--- src/rtl/fx2_emu_pkg.sv ---
// Shared constants and types for the FX2 slave-FIFO host emulator.
package fx2_emu_pkg;

  localparam logic [1:0] FIFOADR_EP2 = 2'b00;
  localparam logic [1:0] FIFOADR_EP6 = 2'b10;

  localparam int FLG_EP2_NEMPTY = 0;
  localparam int FLG_EP6_NFULL  = 1;
  localparam int FLG_EP6_NPFULL = 2;

  localparam int ERR_STG_OVF  = 0;
  localparam int ERR_EP2_UNDR = 1;
  localparam int ERR_EP6_OVF  = 2;

  typedef struct packed {
    logic       last;
    logic [7:0] data;
  } ep6_entry_t;

endpackage

--- src/rtl/fx2_sync_fifo.sv ---
// Single-clock FIFO with occupancy count and an OR-in port for the newest entry.
module fx2_sync_fifo #(
  parameter int WIDTH = 9,
  parameter int DEPTH = 64
) (
  input  logic                     clk,
  input  logic                     reset,
  input  logic                     push,
  input  logic [WIDTH-1:0]         din,
  input  logic                     pop,
  output logic [WIDTH-1:0]         dout,
  input  logic                     tail_set,
  input  logic [WIDTH-1:0]         tail_mask,
  output logic [$clog2(DEPTH):0]   count
);

  localparam int AW = $clog2(DEPTH);
  localparam int CW = AW + 1;

  logic [WIDTH-1:0] mem [DEPTH];
  logic [AW-1:0]    wr_ptr, rd_ptr, tail_ptr;
  logic             push_ok, pop_ok;

  assign push_ok  = push && (count != CW'(DEPTH));
  assign pop_ok   = pop && (count != '0);
  assign tail_ptr = wr_ptr - AW'(1);
  assign dout     = mem[rd_ptr];

  // Tail marking and push never target the same slot unless full, where push is blocked.
  always_ff @(posedge clk) begin
    if (push_ok)
      mem[wr_ptr] <= din;
    if (tail_set && (count != '0))
      mem[tail_ptr] <= mem[tail_ptr] | tail_mask;
  end

  always_ff @(posedge clk or posedge reset) begin
    if (reset) begin
      wr_ptr <= '0;
      rd_ptr <= '0;
      count  <= '0;
    end else begin
      if (push_ok) wr_ptr <= wr_ptr + AW'(1);
      if (pop_ok)  rd_ptr <= rd_ptr + AW'(1);
      count <= count + CW'(push_ok) - CW'(pop_ok);
    end
  end

endmodule

--- src/rtl/fx2_host_emu.sv ---
// Host-side model of an FX2 slave FIFO: EP2 command buffer with staged commit,
// EP6 reply capture with packet-end marking and zero-length-packet counting.
module fx2_host_emu
  import fx2_emu_pkg::*;
#(
  parameter int CMD_DEPTH   = 16,
  parameter int REPLY_DEPTH = 64,
  parameter int PF_LEVEL    = REPLY_DEPTH - 4
) (
  input  logic       clk,
  input  logic       reset,
  input  logic [7:0] cmd_data,
  input  logic       cmd_wr,
  input  logic       cmd_commit,
  output logic       cmd_sent,
  input  logic [1:0] fifoadr,
  input  logic       slrd,
  input  logic       slwr,
  input  logic       sloe,
  input  logic       pktend,
  input  logic [7:0] fd_in,
  output logic [7:0] fd_out,
  output logic       fd_oe,
  output logic [2:0] flags,
  output logic [7:0] rep_data,
  output logic       rep_last,
  output logic       rep_valid,
  input  logic       rep_ready,
  output logic [2:0] err,
  output logic [7:0] zlp_count
);

  localparam int CAW = $clog2(CMD_DEPTH);
  localparam int PW  = CAW + 1;
  localparam int RCW = $clog2(REPLY_DEPTH) + 1;

  logic ep2_sel, ep6_sel;
  assign ep2_sel = (fifoadr == FIFOADR_EP2);
  assign ep6_sel = (fifoadr == FIFOADR_EP6);

  // ---------------- EP2: host -> device ----------------
  logic [7:0]    cmd_mem [CMD_DEPTH];
  logic [PW-1:0] wr_ptr, cm_ptr, rd_ptr;
  logic [PW-1:0] wr_nxt, cm_nxt, rd_nxt;
  logic          pending, pend_nxt, drained;
  logic          stg_ok, stg_ovf, rd_adv, ep2_undr;

  always_comb begin
    stg_ok   = cmd_wr && ((wr_ptr - rd_ptr) < PW'(CMD_DEPTH));
    stg_ovf  = cmd_wr && !stg_ok;
    rd_adv   = slrd && ep2_sel && (rd_ptr != cm_ptr);
    ep2_undr = slrd && ep2_sel && (rd_ptr == cm_ptr);
    wr_nxt   = wr_ptr + PW'(stg_ok);
    rd_nxt   = rd_ptr + PW'(rd_adv);
    cm_nxt   = cmd_commit ? wr_nxt : cm_ptr;
    pend_nxt = pending || cmd_commit;
    // Judged on next state so a commit landing on the drain cycle extends rather than double-pulses.
    drained  = pend_nxt && (rd_nxt == cm_nxt);
  end

  always_ff @(posedge clk) begin
    if (stg_ok)
      cmd_mem[wr_ptr[CAW-1:0]] <= cmd_data;
  end

  always_ff @(posedge clk or posedge reset) begin
    if (reset) begin
      wr_ptr   <= '0;
      cm_ptr   <= '0;
      rd_ptr   <= '0;
      pending  <= 1'b0;
      cmd_sent <= 1'b0;
    end else begin
      wr_ptr   <= wr_nxt;
      cm_ptr   <= cm_nxt;
      rd_ptr   <= rd_nxt;
      pending  <= pend_nxt && !drained;
      cmd_sent <= drained;
    end
  end

  assign fd_out = cmd_mem[rd_ptr[CAW-1:0]];
  assign fd_oe  = sloe && ep2_sel;

  // ---------------- EP6: device -> host ----------------
  ep6_entry_t     ep6_din, ep6_dout, ep6_mask;
  logic [RCW-1:0] ep6_cnt;
  logic           ep6_wr, ep6_end, ep6_full, ep6_push, ep6_pop;
  logic           ep6_ovf, tail_set, zlp_inc, pushed_since;

  always_comb begin
    ep6_wr   = slwr && ep6_sel;
    ep6_end  = pktend && ep6_sel;
    ep6_full = (ep6_cnt == RCW'(REPLY_DEPTH));
    ep6_push = ep6_wr && !ep6_full;
    ep6_ovf  = ep6_wr && ep6_full;
    ep6_pop  = rep_valid && rep_ready;
    ep6_din  = '{last: ep6_end, data: fd_in};
    ep6_mask = '{last: 1'b1, data: 8'h00};
    tail_set = ep6_end && !ep6_push && pushed_since;
    zlp_inc  = ep6_end && !ep6_push && !pushed_since;
  end

  fx2_sync_fifo #(
    .WIDTH ($bits(ep6_entry_t)),
    .DEPTH (REPLY_DEPTH)
  ) u_ep6 (
    .clk       (clk),
    .reset     (reset),
    .push      (ep6_push),
    .din       (ep6_din),
    .pop       (ep6_pop),
    .dout      (ep6_dout),
    .tail_set  (tail_set),
    .tail_mask (ep6_mask),
    .count     (ep6_cnt)
  );

  always_ff @(posedge clk or posedge reset) begin
    if (reset) begin
      pushed_since <= 1'b0;
      zlp_count    <= '0;
    end else begin
      if (ep6_end)
        pushed_since <= 1'b0;
      else if (ep6_push)
        pushed_since <= 1'b1;
      if (zlp_inc && (zlp_count != 8'hFF))
        zlp_count <= zlp_count + 8'd1;
    end
  end

  assign rep_valid = (ep6_cnt != '0);
  assign rep_data  = ep6_dout.data;
  assign rep_last  = ep6_dout.last;

  // ---------------- status ----------------
  logic [2:0] err_set;

  always_comb begin
    err_set               = '0;
    err_set[ERR_STG_OVF]  = stg_ovf;
    err_set[ERR_EP2_UNDR] = ep2_undr;
    err_set[ERR_EP6_OVF]  = ep6_ovf;
  end

  always_ff @(posedge clk or posedge reset) begin
    if (reset) err <= '0;
    else       err <= err | err_set;
  end

  // Decoded from registered pointers/count, so flags show post-edge state.
  always_comb begin
    flags                 = '0;
    flags[FLG_EP2_NEMPTY] = (rd_ptr != cm_ptr);
    flags[FLG_EP6_NFULL]  = !ep6_full;
    flags[FLG_EP6_NPFULL] = (ep6_cnt < RCW'(PF_LEVEL));
  end

endmodule

--- config.mk ---
export PLATFORM = sky130hd
export DESIGN_NAME = fx2_host_emu
export DESIGN_NICKNAME = d
export VERILOG_FILES = /design/src/rtl/fx2_emu_pkg.sv /design/src/rtl/fx2_sync_fifo.sv /design/src/rtl/fx2_host_emu.sv
export SDC_FILE = /design/constraint.sdc
export NUM_CORES = 1
export LEC_CHECK = 0
export ABC_CLOCK_PERIOD_IN_PS = 3900
export BUFFER_PORTS_ARGS = -buffer_cell sky130_fd_sc_hd__buf_2
export CORE_MARGIN = 2
export CORE_UTILIZATION = 45
export DETAILED_ROUTE_END_ITERATION = 8
export PLACE_DENSITY = 0.7
export SYNTH_ARGS = -nofsm -noshare
export SYNTH_HDL_FRONTEND = slang
export SYNTH_SLANG_ARGS = --single-unit
--- constraint.sdc ---
create_clock -name clk -period 3.9 [get_ports clk]
set_clock_uncertainty 0.1 [all_clocks]
set_input_delay 0 -clock clk [delete_from_list [all_inputs] [get_ports clk]]
set_output_delay 0 -clock clk [all_outputs]
set_load 0.005 [all_outputs]
==> key figures, run 1 <==
Status
  • Status: completed

Die
  • Die width: 264.7 microns
  • Initial Utilization: 0.4552
  • Die Area: 0.07004 sq mm
  • Die span in y: 264.7 microns
  • Core footprint: 0.06716 sq mm
  • Row cnt: 95
  • # IOs: 61

Critical path
  • R2R depth: 8
  • Critical Path RT: 3.80 ns
  • Launching point of the worst reg2reg path: u_ep6.count[4]
  • Setup crit end kind: output pin
  • Worst EP arrival: 3.55 ns
  • Startpoint Class: flop
  • Worst R2R End: u_ep6.mem[3][5]
  • FF-to-FF setup slack: 0.27 ns
  • Crit Path Class: flop to output pin
  • CP max FO: 26

Clock tree
  • Number of gates resized after CTS: 0
  • Clock transition at path regs: 0.06 ns
  • TritonCTS clock tree: done
  • Root buffer cell: clkbuf_16
  • CTS sink cnt: 752
  • Clock Tree Buf Depth: 3
  • CTS Buf Count: 75
  • Skew-Pair Late Insertion Delay: 0.62 ns
  • Htree depth: 3

Global routing
  • Number of global-route vias before repair: 15.80k
  • Initial antenna violation count: 0
  • Final global-route overflow total: 0
  • First-pass GRT wire length: 99090 microns
  • GRT Util Overall: 0.1889
  • Largest net degree at the start of global routing: 73

Final layout
  • Layout area overhead: 13.57%
  • Antenna cell count: 0
  • Layout cells sized above 1: 0.2636
  • Number of fill cells: 5165
  • Non-Filler Instances: 2675
  • Final net count: 1797

Route
  • Drt first pass iters: 5
  • # DRC: 0
  • DRT Wirelength: 65660 microns
  • DR iter-0 viols: 1590
  • Vias per cell: 5.831
  • Average wire per standard cell: 24.54 microns
  • Antenna Nets Post-Route: 0
  • Vias after detailed routing: 15.60k

STA
  • Crit path time final: 3.651 ns
  • FMAX: 273.9 MHz
  • RSZ-0062 raised after global routing: no
  • Slew headroom: 0.2125
  • Fin crit share: 0.9362
  • Final hold slack: 0.05059 ns
  • Final Max Slew Viols: 0
  • Setup violations, final: 0
  • Setup TNS: 0 ns
  • Worst-Margin Slew: 1.172 ns
  • Final hold violations: 0

Yosys
  • Syn nets: 1659
  • Avg Cell Area, Syn: 19.00 sq um
  • Syn Inst Count: 1609
  • Synth top area share: 0.6915
  • Post-synth top flop: edfxtp_1
  • Syn Std Cell Area: 0.03057 sq mm
  • Synth async-reset ratio: 0.06383
  • Area contributors post-synth: edfxtp_1 (69%), mux4_2 (13%), dfrtp_1 (3.9%)
  • Post-synth top area cell: edfxtp_1
  • Post-synthesis register bit count: 752
  • EDFF count, synth: 704
  • Synth warnings: 0
  • Post-synthesis sequential area ratio: 0.7308
  • Cell variety after synth: 70

Power
  • Maximum vdd drop: 491.4 uV
  • Cell Pwr Density: 698.3 mW/mm^2
  • Clock share of power: 0.280
  • Switching power: 7.728 mW
  • Sequential power share: 0.405
  • Pint: 16.52 mW
  • Lkg Pwr: 11.28 nW
  • Combinational share of power: 0.315
  • Switching share of power: 0.3187

Place
  • Dpl cells: 2522
  • # port buffers: 60
  • DP HPWL: 40710 microns
  • Routability cong.: 0.8214

Worst hold path
  • Hold Path Depth: 3
  • Worst Hold Launch: cmd_wr
  • Hold EP: err[0]
  • Min-delay worst type: primary input to flop

Job
  • Max Cap Viol: 0
[through the flow]
stage | cell area (sq um) | setup slack [ns] | util | total power, mW
after floorplan | 30570 | 0.1042 | - | 14.94
after global placement | 32220 | 0.4501 | 0.4798 | 17.47
after detailed placement | 32220 | 0.2312 | 0.4798 | 17.60
after CTS | 34700 | 0.02340 | 0.5167 | 24.37
after global routing | 34720 | 0.04758 | 0.5170 | 25.26
final | 34720 | 0.2487 | 0.5170 | 24.25
[power groups by stage]
stage / Clock [mW] / Sequential [mW] / Combinational (mW)
floorplan: 0 / 9.57 / 5.37
global placement: 0 / 10.0 / 7.46
detailed placement: 0 / 10.0 / 7.56
CTS: 6.89 / 9.87 / 7.61
global route: 7.21 / 9.88 / 8.17
finish: 6.79 / 9.82 / 7.63
[cell families (layout without fill, tap and decap cells)]
| kind of cell | after synthesis | in the layout | share of synthesized area |
|---|---|---|---|
| xor+xnor | 40 | 40 | 0.01146 |
| fa+ha+maj | 23 | 23 | 0.009658 |
| compound gates | 135 | 135 | 0.03270 |
| buf+inv | 127 | 320 | 0.01895 |
| flops | 752 | 752 | 0.7308 |
| simple gates | 308 | 308 | 0.04903 |
| mux | 224 | 224 | 0.1475 |
[flip-flops by register name (all words and copies together), names as in the netlist, 3 cells and up]
name / flops
u_ep6.rd_ptr: 6
u_ep6.count: 7
err: 3
u_ep6.mem: 576
rd_ptr: 5
cmd_mem: 128
cm_ptr: 5
wr_ptr: 5
zlp_count: 8
u_ep6.wr_ptr: 6
[critical path: stages (launching register included)]
cell      delay (ns)
dfrtp_2         0.92
and2_0          0.87
a22oi_1         0.29
nand3_1         0.23
a21boi_0        0.20
a21oi_1         0.24
buf_2           0.16
[placed cells by master (no fill, tap or decap), types with 20 or more instances in the layout]
cell type	Yosys	final
edfxtp_1	704	704
mux4_2	179	179
nor2_1	126	126
buf_4	6	76
clkbuf_16	0	75
buf_2	45	60
nor3_1	45	45
dfrtp_1	48	44
mux2i_1	31	31
xnor2_1	30	30
nand3_1	30	30
a22oi_1	30	29
nand2_1	28	28
a22o_1	22	22
ha_1	22	22
inv_1	22	21
o21ai_0	21	21
dlygate4sd3_1	0	20
[worst max path at each step]
stage | startpoint | to
finish | u_ep6.rd_ptr[2] | rep_data[0]
floorplan | rd_ptr[1] | pending
detailed placement | u_ep6.count[4] | u_ep6.mem[3][7]
global route | u_ep6.count[4] | u_ep6.mem[3][5]
CTS | u_ep6.rd_ptr[0] | rep_data[1]
global placement | u_ep6.count[4] | u_ep6.mem[3][6]
[area by class of cell]
| type | instances | area [sq um] | area share |
|---|---|---|---|
| Sequential cell | 752 | 22350 | 0.6437 |
| Clock buffer | 93 | 1944 | 0.05600 |
| Tap cell | 873 | 1092 | 0.03146 |
| Timing Repair Buffer | 163 | 1211 | 0.03488 |
| Multi-Input combinational cell | 730 | 7691 | 0.2215 |
| Inverter | 25 | 93.84 | 0.002703 |
| Clock inverter | 39 | 339.1 | 0.009765 |
[cell usage after synthesis (all sizes together) (3+ instances only)]
library cell / n
a21o: 5
a21oi: 15
a221oi: 13
a22o: 22
a22oi: 30
a31oi: 3
a32oi: 5
and2: 15
and3: 6
buf: 59
clkbuf: 43
dfrtp: 48
edfxtp: 704
ha: 22
inv: 24
mux2: 12
mux2i: 33
mux4: 179
nand2: 29
nand2b: 5
nand3: 30
nand4: 11
nor2: 132
nor2b: 13
nor3: 45
o211ai: 3
o21ai: 21
o21bai: 3
or2: 8
or3: 4
xnor2: 30
xor2: 10
[metal layers]
metal	global-route usage	share of wire	up-vias
met1	0.2654	0.42	8112
met3	0.03353	0.075	90
met5	0	0	-
li1	-	-	6759
met2	0.3059	0.49	637
met4	0.05451	0.020	0
[timing repair]
item,4_1_cts,5_1_grt
endpoints found under the hold margin,196,0
buffers inserted,0,1
hold buffers,20,0
endpoints found under the setup margin,0,6
Power figures use the tool's default switching activity.
==> run 2, diff against run 1 <==
--- a/config.mk
+++ b/config.mk
@@ -6,7 +6,8 @@
 export NUM_CORES = 1
 export LEC_CHECK = 0
 export ABC_CLOCK_PERIOD_IN_PS = 3900
-export BUFFER_PORTS_ARGS = -buffer_cell sky130_fd_sc_hd__buf_2
+export BUFFER_PORTS_ARGS = -buffer_cell sky130_fd_sc_hd__clkbuf_2
+export CAP_MARGIN = 10
 export CORE_MARGIN = 2
 export CORE_UTILIZATION = 45
 export DETAILED_ROUTE_END_ITERATION = 8
==> run 2 against run 1 <==
First-iteration DRC count fell by 6.4%. Critical path type unchanged. Design area rose by 0.95%. Via count rose by 0.54%. Non-clock buffer count rose by 6. Die area did not move. Highest routed layer unchanged. Flip-flop and latch count did not move. Register-to-register slack improved by 0.19 ns. Critical endpoint is now rep_data[5]. Sequential power barely moved.
==> key figures, run 2 (synthesis gave the netlist of run 1 again) <==
STA
  • Setup violations, final: 0 (unchanged)
  • Final hold violations: 0 (unchanged)
  • RSZ-0062 raised after global routing: no
  • Crit path time final: 3.797 ns (+0.1453 ns)
  • Final hold slack: 0.04891 ns (-0.001683 ns)
  • Fin crit share: 0.9735 (+0.03726)
  • Slew headroom: 0.2383 (+0.02580)
  • Worst-Margin Slew: 1.142 ns (-0.02968 ns)
  • FMAX: 263.4 MHz (-3.8%)
  • Final Max Slew Viols: 0 (unchanged)
  • Setup TNS: 0 ns (unchanged)

Global routing
  • Initial antenna violation count: 0 (unchanged)
  • Largest net degree at the start of global routing: 67 (-8.2%)
  • GRT Util Overall: 0.1940 (+0.005145)
  • Number of global-route vias before repair: 16.02k (+1.4%)
  • First-pass GRT wire length: 101400 microns (+2.3%)
  • Final global-route overflow total: 0 (unchanged)

Route
  • # DRC: 0 (unchanged)
  • Drt first pass iters: 7 (+2)
  • Antenna Nets Post-Route: 0 (unchanged)
  • Vias after detailed routing: 15.68k (+0.54%)
  • Vias per cell: 5.839 (+0.13%)
  • DRT Wirelength: 66860 microns (+1.8%)
  • DR iter-0 viols: 1488 (-6.4%)
  • Average wire per standard cell: 24.89 microns (+1.4%)

Clock tree
  • Clock Tree Buf Depth: 3 (unchanged)
  • Skew-Pair Late Insertion Delay: 0.61 ns (about the same)
  • Number of gates resized after CTS: 0 (unchanged)
  • TritonCTS clock tree: done
  • Root buffer cell: clkbuf_16
  • CTS Buf Count: 75 (unchanged)
  • Htree depth: 3 (unchanged)
  • Clock transition at path regs: 0.06 ns (about the same)
  • CTS sink cnt: 752 (unchanged)

Critical path
  • Launching point of the worst reg2reg path: u_ep6.count[4]
  • Setup crit end kind: output pin
  • CP max FO: 24 (-7.7%)
  • Startpoint Class: flop
  • Worst R2R End: u_ep6.mem[35][3]
  • Crit Path Class: flop to output pin
  • Worst EP arrival: 3.70 ns (+0.15 ns)
  • Worst Setup SP: u_ep6.rd_ptr[0]
  • FF-to-FF setup slack: 0.46 ns (+0.19 ns)
  • Critical Path RT: 3.80 ns (about the same)
  • R2R depth: 8 (unchanged)

Final layout
  • Non-Filler Instances: 2686 (+0.41%)
  • Top reg by flops: u_ep6.mem
  • Most frequent cells in the layout: edfxtp_1 (704), mux4_2 (179), nor2_1 (126)
  • Layout cells sized above 1: 0.2715 (+0.007927)
  • Most common cell after layout, fill and taps aside: edfxtp_1
  • Final net count: 1803 (+0.33%)
  • Layout area overhead: 14.65%
  • Largest register FFs: 576 (unchanged)

Job
  • Max Cap Viol: 0 (unchanged)

Power
  • Clock share of power: 0.299 (+0.019)
  • Sequential power share: 0.393 (-0.012)
  • Combinational share of power: 0.308 (-0.007)
  • Switching share of power: 0.3111 (-0.007610)
  • Pwr Total: 24.92 mW (+2.8%)
  • Maximum vdd drop: 908.9 uV (+85%)
  • Lkg Pwr: 11.45 nW (+1.5%)
  • Cell Pwr Density: 711.0 mW/mm^2 (+1.8%)
  • Pint: 17.17 mW (+3.9%)
  • Switching power: 7.755 mW (+0.34%)

Place
  • DP HPWL: 41520 microns (+2.0%)
  • Routability cong.: 0.8239 (+0.30%)
  • Dpl cells: 2528 (+0.24%)
  • # port buffers: 60 (unchanged)

Worst hold path
  • Min-delay worst type: primary input to flop
  • Worst Hold Launch: fifoadr[0]
  • Hold EP: u_ep6.wr_ptr[3]
  • Hold Path Depth: 5 (+2)

Die
  • # IOs: 61 (unchanged)
  • Row cnt: 95 (unchanged)
  • Die width: 264.7 microns (unchanged)
  • Die Area: 0.07004 sq mm (unchanged)
  • Initial Utilization: 0.4552 (unchanged)
  • Die span in y: 264.7 microns (unchanged)
  • Core footprint: 0.06716 sq mm (unchanged)

Status
  • Status: completed
-- run 2: changes by cell type in the layout (fill, tap and decap cells not counted), sizes merged --
cell,previous run,this run
clkinvlp,0,3
clkbuf,93,153
dlygate4sd3,20,19
bufinv,3,11
diode,0,1
buf,143,90
clkinv,32,27
inv,29,27
-- run 2: worst max-delay path by stage --
stage,cells past startpoint,end
floorplan,18,pending
global placement,9,rep_data[5]
detailed placement,8,u_ep6.mem[0][5]
CTS,9,rep_data[5]
global route,9,rep_data[5]
finish,9,rep_data[5]
-- run 2: cell type report --
| type | instances | area (sq um) |
|---|---|---|
| Multi-Input combinational cell | 730 | 7686 |
| Sequential cell | 752 | 22350 |
| Fill cell | 5149 | 32110 |
| Inverter | 25 | 93.84 |
| Clock inverter | 43 | 521.8 |
| Antenna cell | 1 | 2.502 |
| Tap cell | 873 | 1092 |
| Timing Repair Buffer | 169 | 1276 |
| Clock buffer | 93 | 2028 |
-- run 2: power by group through the flow --
stage	registers, mW	clock network, mW	logic [mW]
4_1_cts	9.81	7.56	7.72
2_1_floorplan	9.57	0	5.37
3_5_place_dp	10.0	0	7.58
5_1_grt	9.86	7.88	8.19
3_3_place_gp	9.99	0	7.48
6_report	9.80	7.45	7.67
-- run 2: worst max-delay path, cell delays in order (launching register included) --
cell      delay, ns
dfrtp_4        0.67
buf_12         0.26
and2_1         0.25
a22oi_1        0.20
nand2_1        0.11
a221oi_1       0.59
buf_4          0.23
nor2_1         0.04
o21ai_0        0.50
clkbuf_2       0.23
-- run 2: routing by layer --
layer | wire length [microns] | global-route usage | vias up
li1 | - | - | 6792
met1 | 27060 | 0.2635 | 8139
met2 | 32750 | 0.3165 | 647
met3 | 5184 | 0.03762 | 105
met4 | 1860 | 0.06703 | 0
met5 | 0 | 0 | -
-- run 2: metrics by stage --
step | setup WS [ns] | util | instance area (sq um)
after floorplan | 0.1042 | - | 30570
after global placement | 0.5458 | 0.4807 | 32280
after detailed placement | 0.3249 | 0.4807 | 32280
final | 0.1034 | 0.5219 | 35050
after CTS | 0.1007 | 0.5218 | 35040
after global routing | 0.09001 | 0.5219 | 35050
-- run 2: what timing repair did --
item,CTS,global route
hold endpoints to repair,259,0
setup endpoints to repair,1,0
hold buffers,19,0
buffers inserted,1,0
